--- config.mk ---
export PLATFORM = sky130hd
export DESIGN_NAME = host_bus_bridge
export DESIGN_NICKNAME = d
export VERILOG_FILES = /design/src/rtl/host_bus_bridge.sv
export SDC_FILE = /design/constraint.sdc
export NUM_CORES = 1
export LEC_CHECK = 0
export CAP_MARGIN = 15
export CORE_MARGIN = 3
export CORE_UTILIZATION = 56
export DETAILED_ROUTE_END_ITERATION = 7
export GPL_ROUTABILITY_DRIVEN = 0
export GPL_TIMING_DRIVEN = 0
export PLACE_DENSITY_LB_ADDON = 0.1
export SLEW_MARGIN = 20
export SYNTH_ARGS = -nofsm -noshare
export SYNTH_HDL_FRONTEND = slang
export SYNTH_SLANG_ARGS = --single-unit
--- constraint.sdc ---
create_clock -name clk_i -period 2.3 [get_ports clk_i]
set_input_delay 0.23 -clock clk_i [delete_from_list [all_inputs] [get_ports clk_i]]
set_output_delay 0.23 -clock clk_i [all_outputs]
set_load 0.005 [all_outputs]
--- src/rtl/host_bus_bridge.sv ---
// host_bus_bridge: decodes a byte-stream command protocol (word write, burst
// write, word read) into single-cycle bus transactions for the 6502 subsystem
// and returns acknowledge / read-data bytes to a UART transmitter.
module host_bus_bridge #(
    parameter int address_width = 15,
    parameter int data_width    = 16,
    parameter int ReadLatency   = 1,
    parameter int TimeoutCycles = 50000000
) (
    input  logic                     clk_i,
    input  logic                     reset_ni,
    input  logic [7:0]               rx_data_i,
    input  logic                     rx_valid_i,
    output logic [7:0]               tx_data_o,
    output logic                     tx_valid_o,
    input  logic                     tx_ready_i,
    output logic [address_width-1:0] address_o,
    output logic [data_width-1:0]    data_o,
    output logic                     rd_wr_o,
    input  logic [data_width-1:0]    data_i,
    output logic                     busy_o
);

    localparam int TimerW = $clog2(TimeoutCycles + 1);
    localparam int LatW   = $clog2(ReadLatency + 1) + 1;

    typedef enum logic [3:0] {
        IDLE, ADDR_H, ADDR_L, CNT, DATA_H, DATA_L, WRITE, RD_WAIT, RESP_H, RESP_L, ACK
    } state_t;

    typedef enum logic [1:0] {CMD_W, CMD_B, CMD_R} cmd_t;

    state_t                   state_q, state_d;
    cmd_t                     cmd_q, cmd_d;
    logic [7:0]               hi_q, hi_d;          // holds AH, later DH
    logic [address_width-1:0] addr_q, addr_d;      // current transaction address
    logic [8:0]               count_q, count_d;    // burst words remaining after the current one
    logic [TimerW-1:0]        timer_q, timer_d;
    logic [LatW-1:0]          lat_q, lat_d;
    logic [7:0]               resp_lo_q, resp_lo_d;
    logic [address_width-1:0] address_q, address_d;
    logic [data_width-1:0]    data_q, data_d;
    logic                     rd_wr_q, rd_wr_d;
    logic [7:0]               tx_data_q, tx_data_d;
    logic                     tx_valid_q, tx_valid_d;

    logic [15:0] rd_word;
    logic        rx_state;
    logic        tx_accept;

    assign rd_word   = 16'(data_i);
    assign tx_accept = tx_valid_q && tx_ready_i;
    assign rx_state  = (state_q == ADDR_H) || (state_q == ADDR_L) || (state_q == CNT) ||
                       (state_q == DATA_H) || (state_q == DATA_L);

    // Next-state, datapath and output decode for the command FSM
    always_comb begin
        state_d    = state_q;
        cmd_d      = cmd_q;
        hi_d       = hi_q;
        addr_d     = addr_q;
        count_d    = count_q;
        timer_d    = '0;
        lat_d      = lat_q;
        resp_lo_d  = resp_lo_q;
        address_d  = address_q;
        data_d     = data_q;
        rd_wr_d    = 1'b0;
        tx_data_d  = tx_data_q;
        tx_valid_d = tx_valid_q;

        case (state_q)
            IDLE: begin
                if (rx_valid_i) begin
                    case (rx_data_i)
                        8'h57:   begin cmd_d = CMD_W; state_d = ADDR_H; end
                        8'h42:   begin cmd_d = CMD_B; state_d = ADDR_H; end
                        8'h52:   begin cmd_d = CMD_R; state_d = ADDR_H; end
                        default: state_d = IDLE;
                    endcase
                end
            end
            ADDR_H: begin
                if (rx_valid_i) begin
                    hi_d    = rx_data_i;
                    state_d = ADDR_L;
                end
            end
            ADDR_L: begin
                if (rx_valid_i) begin
                    if (cmd_q == CMD_R) begin
                        // Address goes onto the bus immediately for the read
                        address_d = address_width'({hi_q, rx_data_i});
                        lat_d     = '0;
                        state_d   = RD_WAIT;
                    end else begin
                        addr_d  = address_width'({hi_q, rx_data_i});
                        state_d = (cmd_q == CMD_B) ? CNT : DATA_H;
                    end
                end
            end
            CNT: begin
                if (rx_valid_i) begin
                    count_d = {1'b0, rx_data_i};
                    state_d = DATA_H;
                end
            end
            DATA_H: begin
                if (rx_valid_i) begin
                    hi_d    = rx_data_i;
                    state_d = DATA_L;
                end
            end
            DATA_L: begin
                if (rx_valid_i) begin
                    // Address, data and strobe all become valid together in WRITE
                    address_d = addr_q;
                    data_d    = data_width'({hi_q, rx_data_i});
                    rd_wr_d   = 1'b1;
                    state_d   = WRITE;
                end
            end
            WRITE: begin
                if ((cmd_q == CMD_B) && (count_q != 9'd0)) begin
                    count_d = count_q - 9'd1;
                    addr_d  = addr_q + address_width'(1);
                    state_d = DATA_H;
                end else begin
                    tx_data_d  = 8'h4B;
                    tx_valid_d = 1'b1;
                    state_d    = ACK;
                end
            end
            RD_WAIT: begin
                // Address was presented on entry; data_i is valid ReadLatency cycles later
                if (lat_q == LatW'(ReadLatency)) begin
                    tx_data_d  = rd_word[15:8];
                    resp_lo_d  = rd_word[7:0];
                    tx_valid_d = 1'b1;
                    state_d    = RESP_H;
                end else begin
                    lat_d = lat_q + LatW'(1);
                end
            end
            RESP_H: begin
                if (tx_accept) begin
                    tx_data_d = resp_lo_q;
                    state_d   = RESP_L;
                end
            end
            RESP_L, ACK: begin
                if (tx_accept) begin
                    tx_valid_d = 1'b0;
                    state_d    = IDLE;
                end
            end
            default: state_d = IDLE;
        endcase

        // Inter-byte timeout: only runs while waiting for command bytes
        if (rx_state && !rx_valid_i) begin
            if (timer_q == TimerW'(TimeoutCycles - 1)) begin
                state_d = IDLE;
            end else begin
                timer_d = timer_q + TimerW'(1);
            end
        end
    end

    // State and datapath registers with asynchronous active-low reset
    always_ff @(posedge clk_i or negedge reset_ni) begin
        if (!reset_ni) begin
            state_q    <= IDLE;
            cmd_q      <= CMD_W;
            hi_q       <= '0;
            addr_q     <= '0;
            count_q    <= '0;
            timer_q    <= '0;
            lat_q      <= '0;
            resp_lo_q  <= '0;
            address_q  <= '0;
            data_q     <= '0;
            rd_wr_q    <= 1'b0;
            tx_data_q  <= '0;
            tx_valid_q <= 1'b0;
        end else begin
            state_q    <= state_d;
            cmd_q      <= cmd_d;
            hi_q       <= hi_d;
            addr_q     <= addr_d;
            count_q    <= count_d;
            timer_q    <= timer_d;
            lat_q      <= lat_d;
            resp_lo_q  <= resp_lo_d;
            address_q  <= address_d;
            data_q     <= data_d;
            rd_wr_q    <= rd_wr_d;
            tx_data_q  <= tx_data_d;
            tx_valid_q <= tx_valid_d;
        end
    end

    assign address_o  = address_q;
    assign data_o     = data_q;
    assign rd_wr_o    = rd_wr_q;
    assign tx_data_o  = tx_data_q;
    assign tx_valid_o = tx_valid_q;
    assign busy_o     = (state_q != IDLE);

endmodule

Word-level counts from Yosys, hierarchy flattened
Index checks and enable logic that the tools add are counted.
W data, S select, Z words.
{ "totals": {"register_bits": 115, "input_bits": 28, "output_inout_bits": 42, "elab_cells": 120} }
{ "op_classes": {"addsub": 4, "eq_ne": 28, "mux": 44, "reduce_logical": 31} }
{ "ops": {"columns": ["cell", "n"], "rows": [
  ["$mux W15", 6],
  ["$pmux W15 S2", 2],
  ["$mux W26", 2],
  ["$mux W4", 12],
  ["$pmux W4 S10", 1],
  ["$add A26 B1 Y26 const B", 1],
  ["$eq A26 B26 Y1 const B", 1],
  ["$eq A8 B7 Y1 const B", 3],
  ["$mux W8", 3],
  ["$pmux W8 S3", 1],
  ["$ne A2 B2 Y1 const B", 10],
  ["$reduce_and A4 Y1", 5],
  ["$mux W9", 2],
  ["$pmux W9 S2", 1],
  ["$eq A4 B3 Y1 const B", 4],
  ["$add A15 B1 Y15 const B", 1],
  ["$eq A4 B4 Y1 const B", 3],
  ["$reduce_bool A3 Y1", 3],
  ["$reduce_bool A9 Y1", 1],
  ["$sub A9 B1 Y9 const B", 1],
  ["$eq A4 B2 Y1 const B", 2],
  ["$reduce_bool A2 Y1", 4],
  ["$mux W1", 6],
  ["$mux W2", 3],
  ["18 further kinds", 29]
]} }

Longest topological paths before layout
Gate-level depths: netlist of the first run.
{ "logic_depth": {"word_depth": 7, "depth_mapped": 9, "ltp_nobuf": 7} }

Worst setup path before layout of the first run
OpenSTA, ideal clock, no wires.
{ "synth_path": {"path_kind": "flip-flop to flip-flop", "start": "register count_q[0]", "end": "register addr_q[4]", "setup_time_ns": 0.137, "arrival_time_ns": 1.834, "required_ns": 2.163, "setup_slack_ns": 0.329, "stages_incl_launch_ff": 10, "path_buffers": 2, "period_less_slack_ns": 1.971, "cell_sequence": "dfrtp_1 inv_1 ha_1 or4b_1 o21ai_4 a21o_1 buf_6 buf_6 a21oi_1 a2bb2oi_1"} }
{ "synth_between": {"elab_chain_cells": 4} }
{ "synth_lines": {"columns": ["element", "line", "rtl"], "rows": [
  ["from (decl)", "37", "logic [8:0] count_q, count_d;"],
  ["from (signal assigned)", "191", "count_q <= count_d;"],
  ["$reduce_bool A9 Y1", "124", "if ((cmd_q == CMD_B) && (count_q != 9'd0)) begin"],
  ["$logic_and A1 B1 Y1", "124", null],
  ["$ne A2 B2 Y1 (no line)", null, null],
  ["$reduce_and A4 Y1 (no line)", null, null],
  ["to (signal assigned)", "190", "addr_q <= addr_d;"],
  ["to (decl)", "36", "logic [address_width-1:0] addr_q, addr_d;"]
]} }
Every way passes these cells.
A chain may end at the register's enable or synchronous reset.

Worst setup path after layout of the first run
{ "layout_path": {"start": "register state_q[1]", "end": "output busy_o"} }
{ "layout_between": {"elab_chain_cells": 1} }
{ "layout_lines": {"columns": ["element", "line", "rtl"], "rows": [
  ["from (decl)", "33", "state_t state_q, state_d;"],
  ["from (signal assigned)", "187", "state_q <= state_d;"],
  ["$reduce_bool A4 Y1", "208", "assign busy_o = (state_q != IDLE);"],
  ["to (decl)", "21", "output logic busy_o"]
]} }
Every way passes these cells.

==> impl_metrics.json, run 1 <==
{
  "grt_pass1_wl_um": 24100,
  "maxSlewViolCount": 0,
  "power_density_mw_per_mm2": 1160,
  "fin_crit_sh_pct": 97.1,
  "first_pass_iters": 7,
  "cts_tree": "done",
  "cp.arrival_ps": 2000,
  "num_vias": 4883,
  "fmax_ghz": 0.448,
  "io_buffers": 67,
  "ir_worst_vdd_mv": 0.674,
  "grt_max_degree": 60,
  "cts.htree.levels": 4,
  "fill_cells": 685,
  "cap_violations": 0,
  "rsz0062_at_grt": "false",
  "grt_overflow": 0,
  "cts_root_buf": "clkbuf_8",
  "clockBufferDepth": 2,
  "ys_ff_latch": 115,
  "synth_nets": 614,
  "worst_pin_slew_ps": 959,
  "multi_input_comb_area_mm2": 0.00275,
  "fin_tns_setup_ps": 0,
  "yosysWarnings": 0,
  "netlist_area_mm2": 0.00583,
  "hpwlAfterDp_um": 9740,
  "synth_cell_types": 58,
  "totalWireLength_um": 14400,
  "drc_errors": 0,
  "clk_latency_ps": 520,
  "layout_common_cells": "114 x dfrtp_1, 66 x clkdlybuf4s50_1, 54 x nor2_1",
  "yosys_most_used_dff": "dfrtp_1",
  "regToRegSetupSlack_ps": 150,
  "start_util_pct": 58.5,
  "dp_cells": 780,
  "area_delta_synth_final_pct": 26.4,
  "critical_path.max_fanout": 10,
  "first_global_vias": 4870,
  "diodes": 0,
  "wl_per_cell_um": 17.8,
  "final_common_cell": "dfrtp_1",
  "drt_iter0_markers": 343,
  "setup_violations": 0,
  "core_area_mm2": 0.00995,
  "status": "finished, final reports clean",
  "pre_cts_ws_ps": 87.5,
  "worst_slack_ps": 66.2,
  "cts_num_sinks": 115,
  "crit_required_ps": 2070,
  "start_kind": "flop",
  "grt_util_all_layers_pct": 26.4,
  "drive_above_1_share_pct": 13.6,
  "stdcell_count": 811,
  "rows": 36,
  "cts_made_buffers": 17,
  "period_minus_slack_ps": 2230,
  "fin_skew_ps": 9.74,
  "power.leakage_nw": 3.09,
  "crit_path_end_kind": "output pin",
  "post-cts-setup-buffers": 0,
  "seq_area_mm2": 0.00288,
  "synth_enable_flop_cells": 0,
  "nets": 702,
  "netlist_instances": 579,
  "clkTransAtPathRegs_ps": 50,
  "die_h_um": 108,
  "antenna_left": 0,
  "hold_viol": 0,
  "die_x_um": 108,
  "die-area_mm2": 0.0117,
  "pin_count": 70,
  "async_flop_share_pct": 100,
  "syn_area_per_cell_um2": 10.1,
  "maxSlewHeadroom_pct": 35.6,
  "hold_class": "in2async",
  "vias_per_cell": 6.02,
  "grt_antenna_before_repair": 0,
  "yosysSeqAreaShare_pct": 49.4,
  "path_class": "reg2out"
}
==> cell type report <==
cell class / count / share of cell area (%)
buffer: 33 / 2.29
clock buffer: 21 / 6.23
clock inverter: 9 / 2.39
inverter: 16 / 0.815
multi-input combinational: 415 / 37.3
sequential: 115 / 39.1
tap: 133 / 2.26
timing repair buffer: 69 / 9.63
==> stage by stage <==
stage          hold slack (ps)  instance area, um2  util [%]  power [W]
2_1_floorplan            -65.6                5830         -    0.00449
3_3_place_gp               465                6670      67.0    0.00554
3_5_place_dp               236                6690      67.2    0.00566
4_1_cts                    218                7350      73.9    0.00858
5_1_grt                    265                7370      74.0    0.00905
6_report                   225                7370      74.0    0.00857
==> path summary, 6_finish.rpt <==
kind,from,endpoint,cells after the start
setup / recovery,state_q[1]$_DFF_PN0_,busy_o,4
hold / removal,reset_ni,tx_data_o[4]$_DFFE_PN0P_,2
setup reg to reg,count_q[0]$_DFFE_PN0P_,addr_q[4]$_DFFE_PN0P_,9
hold reg to reg,address_o[13]$_DFFE_PN0P_,address_o[13]$_DFFE_PN0P_,2
max in group asynchronous,reset_ni,timer_q[3]$_DFF_PN0_,3
min in group clk_i,rx_data_i[4],cmd_q[0]$_DFFE_PN0P_,2
==> Yosys cell counts (9+ instances only) <==
| cell type | instances | area [um2] |
|---|---|---|
| mux2i_1 | 16 | 160 |
| inv_1 | 15 | 56.3 |
| a21oi_1 | 32 | 160 |
| buf_2 | 11 | 55.1 |
| a2bb2oi_1 | 11 | 96.3 |
| o21ai_0 | 37 | 185 |
| mux2_2 | 32 | 360 |
| xor2_1 | 21 | 184 |
| a31oi_1 | 10 | 62.6 |
| nand4_1 | 13 | 81.3 |
| o22ai_1 | 9 | 56.3 |
| clkbuf_1 | 16 | 60.1 |
| nand2_1 | 47 | 176 |
| nand3_1 | 29 | 145 |
| nor2_1 | 54 | 203 |
| dfrtp_1 | 115 | 2880 |
==> power breakdown <==
group          internal (W)  total, W  switching (W)
registers           0.00264   0.00316       0.000516
logic               0.00136   0.00256        0.00120
clock network       0.00194   0.00285       0.000911
total               0.00595   0.00857        0.00262
==> registers in the layout (all words and copies together), names as in the netlist, 4 cells and up <==
register   flops
addr_q        15
address_o     15
count_q        9
data_o        16
hi_q           8
resp_lo_q      8
state_q        4
timer_q       26
tx_data_o      8
==> metal layers <==
metal / vias to the layer above / part of all wire, % / global-route usage [%]
met4: 0 / 1.9 / 9.65
met5: - / 0 / 0
met1: 2384 / 45 / 35.7
met3: 34 / 7.3 / 8.42
met2: 191 / 46 / 40.2
li1: 2274 / - / -
==> cells by family after synthesis <==
family / count (synthesis) / share of synthesized area (%)
and+or+nand+nor: 199 / 17.3
xor gates and xnor gates: 28 / 4.21
buffers and inverters: 49 / 3.84
DFF: 115 / 49.4
adders and majority gates: 8 / 1.67
muxes: 48 / 8.93
AOI/OAI and AO/OA: 132 / 14.7
==> timing repair <==
action / CTS / global route
hold endpoints to repair: 56 / 0
resized for setup: 2 / 9
hold buffers: 1 / 0
setup endpoints to repair: 1 / 17
==> worst max-delay path, stage by stage (launching register included) <==
cell and delay (ps):
dfrtp_2 460, clkbuf_4 220, nor4_4 290, inv_1 70, clkdlybuf4s50_1 440
(Power assumes the default switching activity.)
==> inputs of run 2 (changes only) <==
--- a/config.mk
+++ b/config.mk
@@ -5,9 +5,10 @@
 export SDC_FILE = /design/constraint.sdc
 export NUM_CORES = 1
 export LEC_CHECK = 0
+export ABC_AREA = 1
 export CAP_MARGIN = 15
-export CORE_MARGIN = 3
-export CORE_UTILIZATION = 56
+export CORE_MARGIN = 2
+export CORE_UTILIZATION = 57
 export DETAILED_ROUTE_END_ITERATION = 7
 export GPL_ROUTABILITY_DRIVEN = 0
 export GPL_TIMING_DRIVEN = 0
==> run 2 against run 1 <==
Compared with the run above: worst hold slack better by 56 ps; combinational power increased by 4%; wire length rose by 13%; sequential power is 2% higher; cell count rose by 45%; count of clock-buffer cells in the layout up 1; area after synthesis up 11%; first-iteration DRC count is 42% higher; register-to-register slack improved by 110 ps.
==> impl_metrics.json, run 2 <==
{
  "status": "finished, final reports clean",
  "antenna_left": 0,
  "final_area_mm2": 0.00799,
  "cts_num_sinks": 115,
  "period_minus_slack_ps": 2160,
  "fin_crit_sh_pct": 93.9,
  "layout_common_cells": "327 x nand2_1, 140 x nor2_1, 115 x dfrtp_1",
  "io_buffers": 69,
  "async_flop_share_pct": 100,
  "synth_most_common_cell": "nand2_1",
  "hpwlAfterDp_um": 11700,
  "cts_tree": "done",
  "pin_count": 70,
  "syn_area_per_cell_um2": 6.96,
  "cts_made_buffers": 17,
  "crit_required_ps": 2070,
  "largest_reg_flops": 26,
  "cp.arrival_ps": 1930,
  "setup_violations": 0,
  "vias_per_cell": 5.30,
  "die_h_um": 111,
  "maxSlewViolCount": 0,
  "cts_root_buf": "clkbuf_16",
  "hold_class": "in2async",
  "fill_cells": 901,
  "switchingPower_w": 0.00291,
  "yosysSeqAreaShare_pct": 44.4,
  "fin_tns_setup_ps": 0,
  "path_class": "reg2out",
  "post-cts-setup-buffers": 0,
  "r2r_end": "timer_q[23]$_DFF_PN0_",
  "swShare_pct": 33.9,
  "clk_latency_ps": 420,
  "place_area_mm2": 0.00738,
  "totalWireLength_um": 16400,
  "grt_antenna_before_repair": 0,
  "clockBufferDepth": 2,
  "cts.htree.levels": 4,
  "whs_ps": 281,
  "diodes": 0,
  "wl_per_cell_um": 13.9,
  "cap_violations": 0,
  "r2r_cells": 8,
  "cp-startpoint": "state_q[2]$_DFF_PN0_",
  "die_x_um": 111,
  "num_vias": 6224,
  "top_register": "timer_q",
  "fmax_ghz": 0.463,
  "rsz0062_at_grt": "false",
  "start_util_pct": 59.0,
  "grt_pass1_wl_um": 27600,
  "worst_pin_slew_ps": 628,
  "hold_viol": 0,
  "rows": 38,
  "ir_worst_vdd_mv": 0.787,
  "pre_cts_ws_ps": 199,
  "worst_slack_ps": 140,
  "grt_max_degree": 78,
  "synth.area.top_cells": "dfrtp_1 44%, nand2_1 19%, nor2_1 8.1%",
  "ys_ff_latch": 115,
  "clkPwrFrac_pct": 31.4,
  "grt_util_all_layers_pct": 27.8,
  "yosys_most_used_dff": "dfrtp_1",
  "yosys.area.top_type": "dfrtp_1",
  "core_area_mm2": 0.0110,
  "p_int_w": 0.00567,
  "power_density_mw_per_mm2": 1070,
  "synth_cell_types": 35,
  "regToRegSetupSlack_ps": 260,
  "die-area_mm2": 0.0122,
  "maxSlewHeadroom_pct": 58.0,
  "fin_skew_ps": 8.11,
  "synth_commonest_cells": "327 x nand2_1, 140 x nor2_1, 115 x dfrtp_1, 93 x inv_1, 67 x o21ai_0",
  "netlist_area_mm2": 0.00648,
  "start_kind": "flop",
  "first_pass_iters": 6,
  "synth_top_cell_area_share_pct": 44.4,
  "pwr-share-comb_pct": 30.9,
  "crit_path_end_kind": "output pin",
  "drc_errors": 0,
  "grt_overflow": 0,
  "clkTransAtPathRegs_ps": 50,
  "yosysWarnings": 0,
  "netlist_instances": 931,
  "power.leakage_nw": 3.75,
  "seqPwrFrac_pct": 37.7,
  "first_global_vias": 5708,
  "drive_above_1_share_pct": 6.87,
  "synth_nets": 966,
  "final_common_cell": "nand2_1",
  "r2r-start": "timer_q[0]$_DFF_PN0_",
  "critical_path.max_fanout": 7,
  "nets": 1056,
  "synth_enable_flop_cells": 0,
  "drt_iter0_markers": 487,
  "area_delta_synth_final_pct": 23.3
}
[run 2: worst max path at each step]
stage / endpoint / depth (start not counted)
finish: busy_o / 3
global route: busy_o / 3
CTS: busy_o / 3
detailed placement: address_o[11]$_DFFE_PN0P_ / 9
global placement: count_q[8]$_DFFE_PN0P_ / 1
floorplan: timer_q[14]$_DFF_PN0_ / 8
[run 2: logic make-up after synthesis]
| family | synth area share [%] |
|---|---|
| AOI/OAI and AO/OA | 8.26 |
| xor gates and xnor gates | 1.35 |
| adders and majority gates | 1.35 |
| buffers and inverters | 7.49 |
| DFF | 44.4 |
| and+or+nand+nor | 37.2 |
[run 2: repair_timing]
item                      4_1_cts  5_1_grt
hold buffers                    1        0
resized for setup               0        0
hold endpoints to repair       38        0
[run 2: power groups by stage]
stage                     clock network, W  logic, W  registers (W)
after floorplan                          0   0.00148        0.00313
after global placement                   0   0.00255        0.00323
after detailed placement                 0   0.00262        0.00324
after CTS                          0.00271   0.00266        0.00322
after global routing               0.00280   0.00299        0.00333
final                              0.00269   0.00265        0.00323
[run 2: metal layers]
layer | up-vias | GRT usage (%) | part of all wire, %
met1 | 2813 | 40.4 | 46
met2 | 260 | 40.7 | 44
met4 | 0 | 9.33 | 1.5
met5 | - | 0 | 0
li1 | 3126 | - | -
met3 | 25 | 7.19 | 8.2
[run 2: metrics by stage]
| stage | util (%) | power (W) | std cells |
|---|---|---|---|
| 6_report | 72.8 | 0.00857 | 1174 |
| 5_1_grt | 72.8 | 0.00912 | 1174 |
| 4_1_cts | 72.8 | 0.00859 | 1174 |
| 3_5_place_dp | 67.2 | 0.00586 | 1141 |
| 3_3_place_gp | 66.9 | 0.00579 | 1140 |
| 2_1_floorplan | - | 0.00461 | 931 |
[run 2: area by class of cell]
class	count	area [um2]	area share (%)
Multi-Input combinational cell	697	3120	39.0
Clock inverter	10	130	1.63
Clock buffer	22	474	5.93
Inverter	101	383	4.79
Tap cell	140	175	2.19
Timing Repair Buffer	71	729	9.13
Buffer	18	103	1.28
Sequential cell	115	2880	36.0
[run 2: critical path: stages (launching register included)]
cell	delay, ps
dfrtp_1	470
nor2_1	400
nand2_1	170
clkdlybuf4s50_1	470
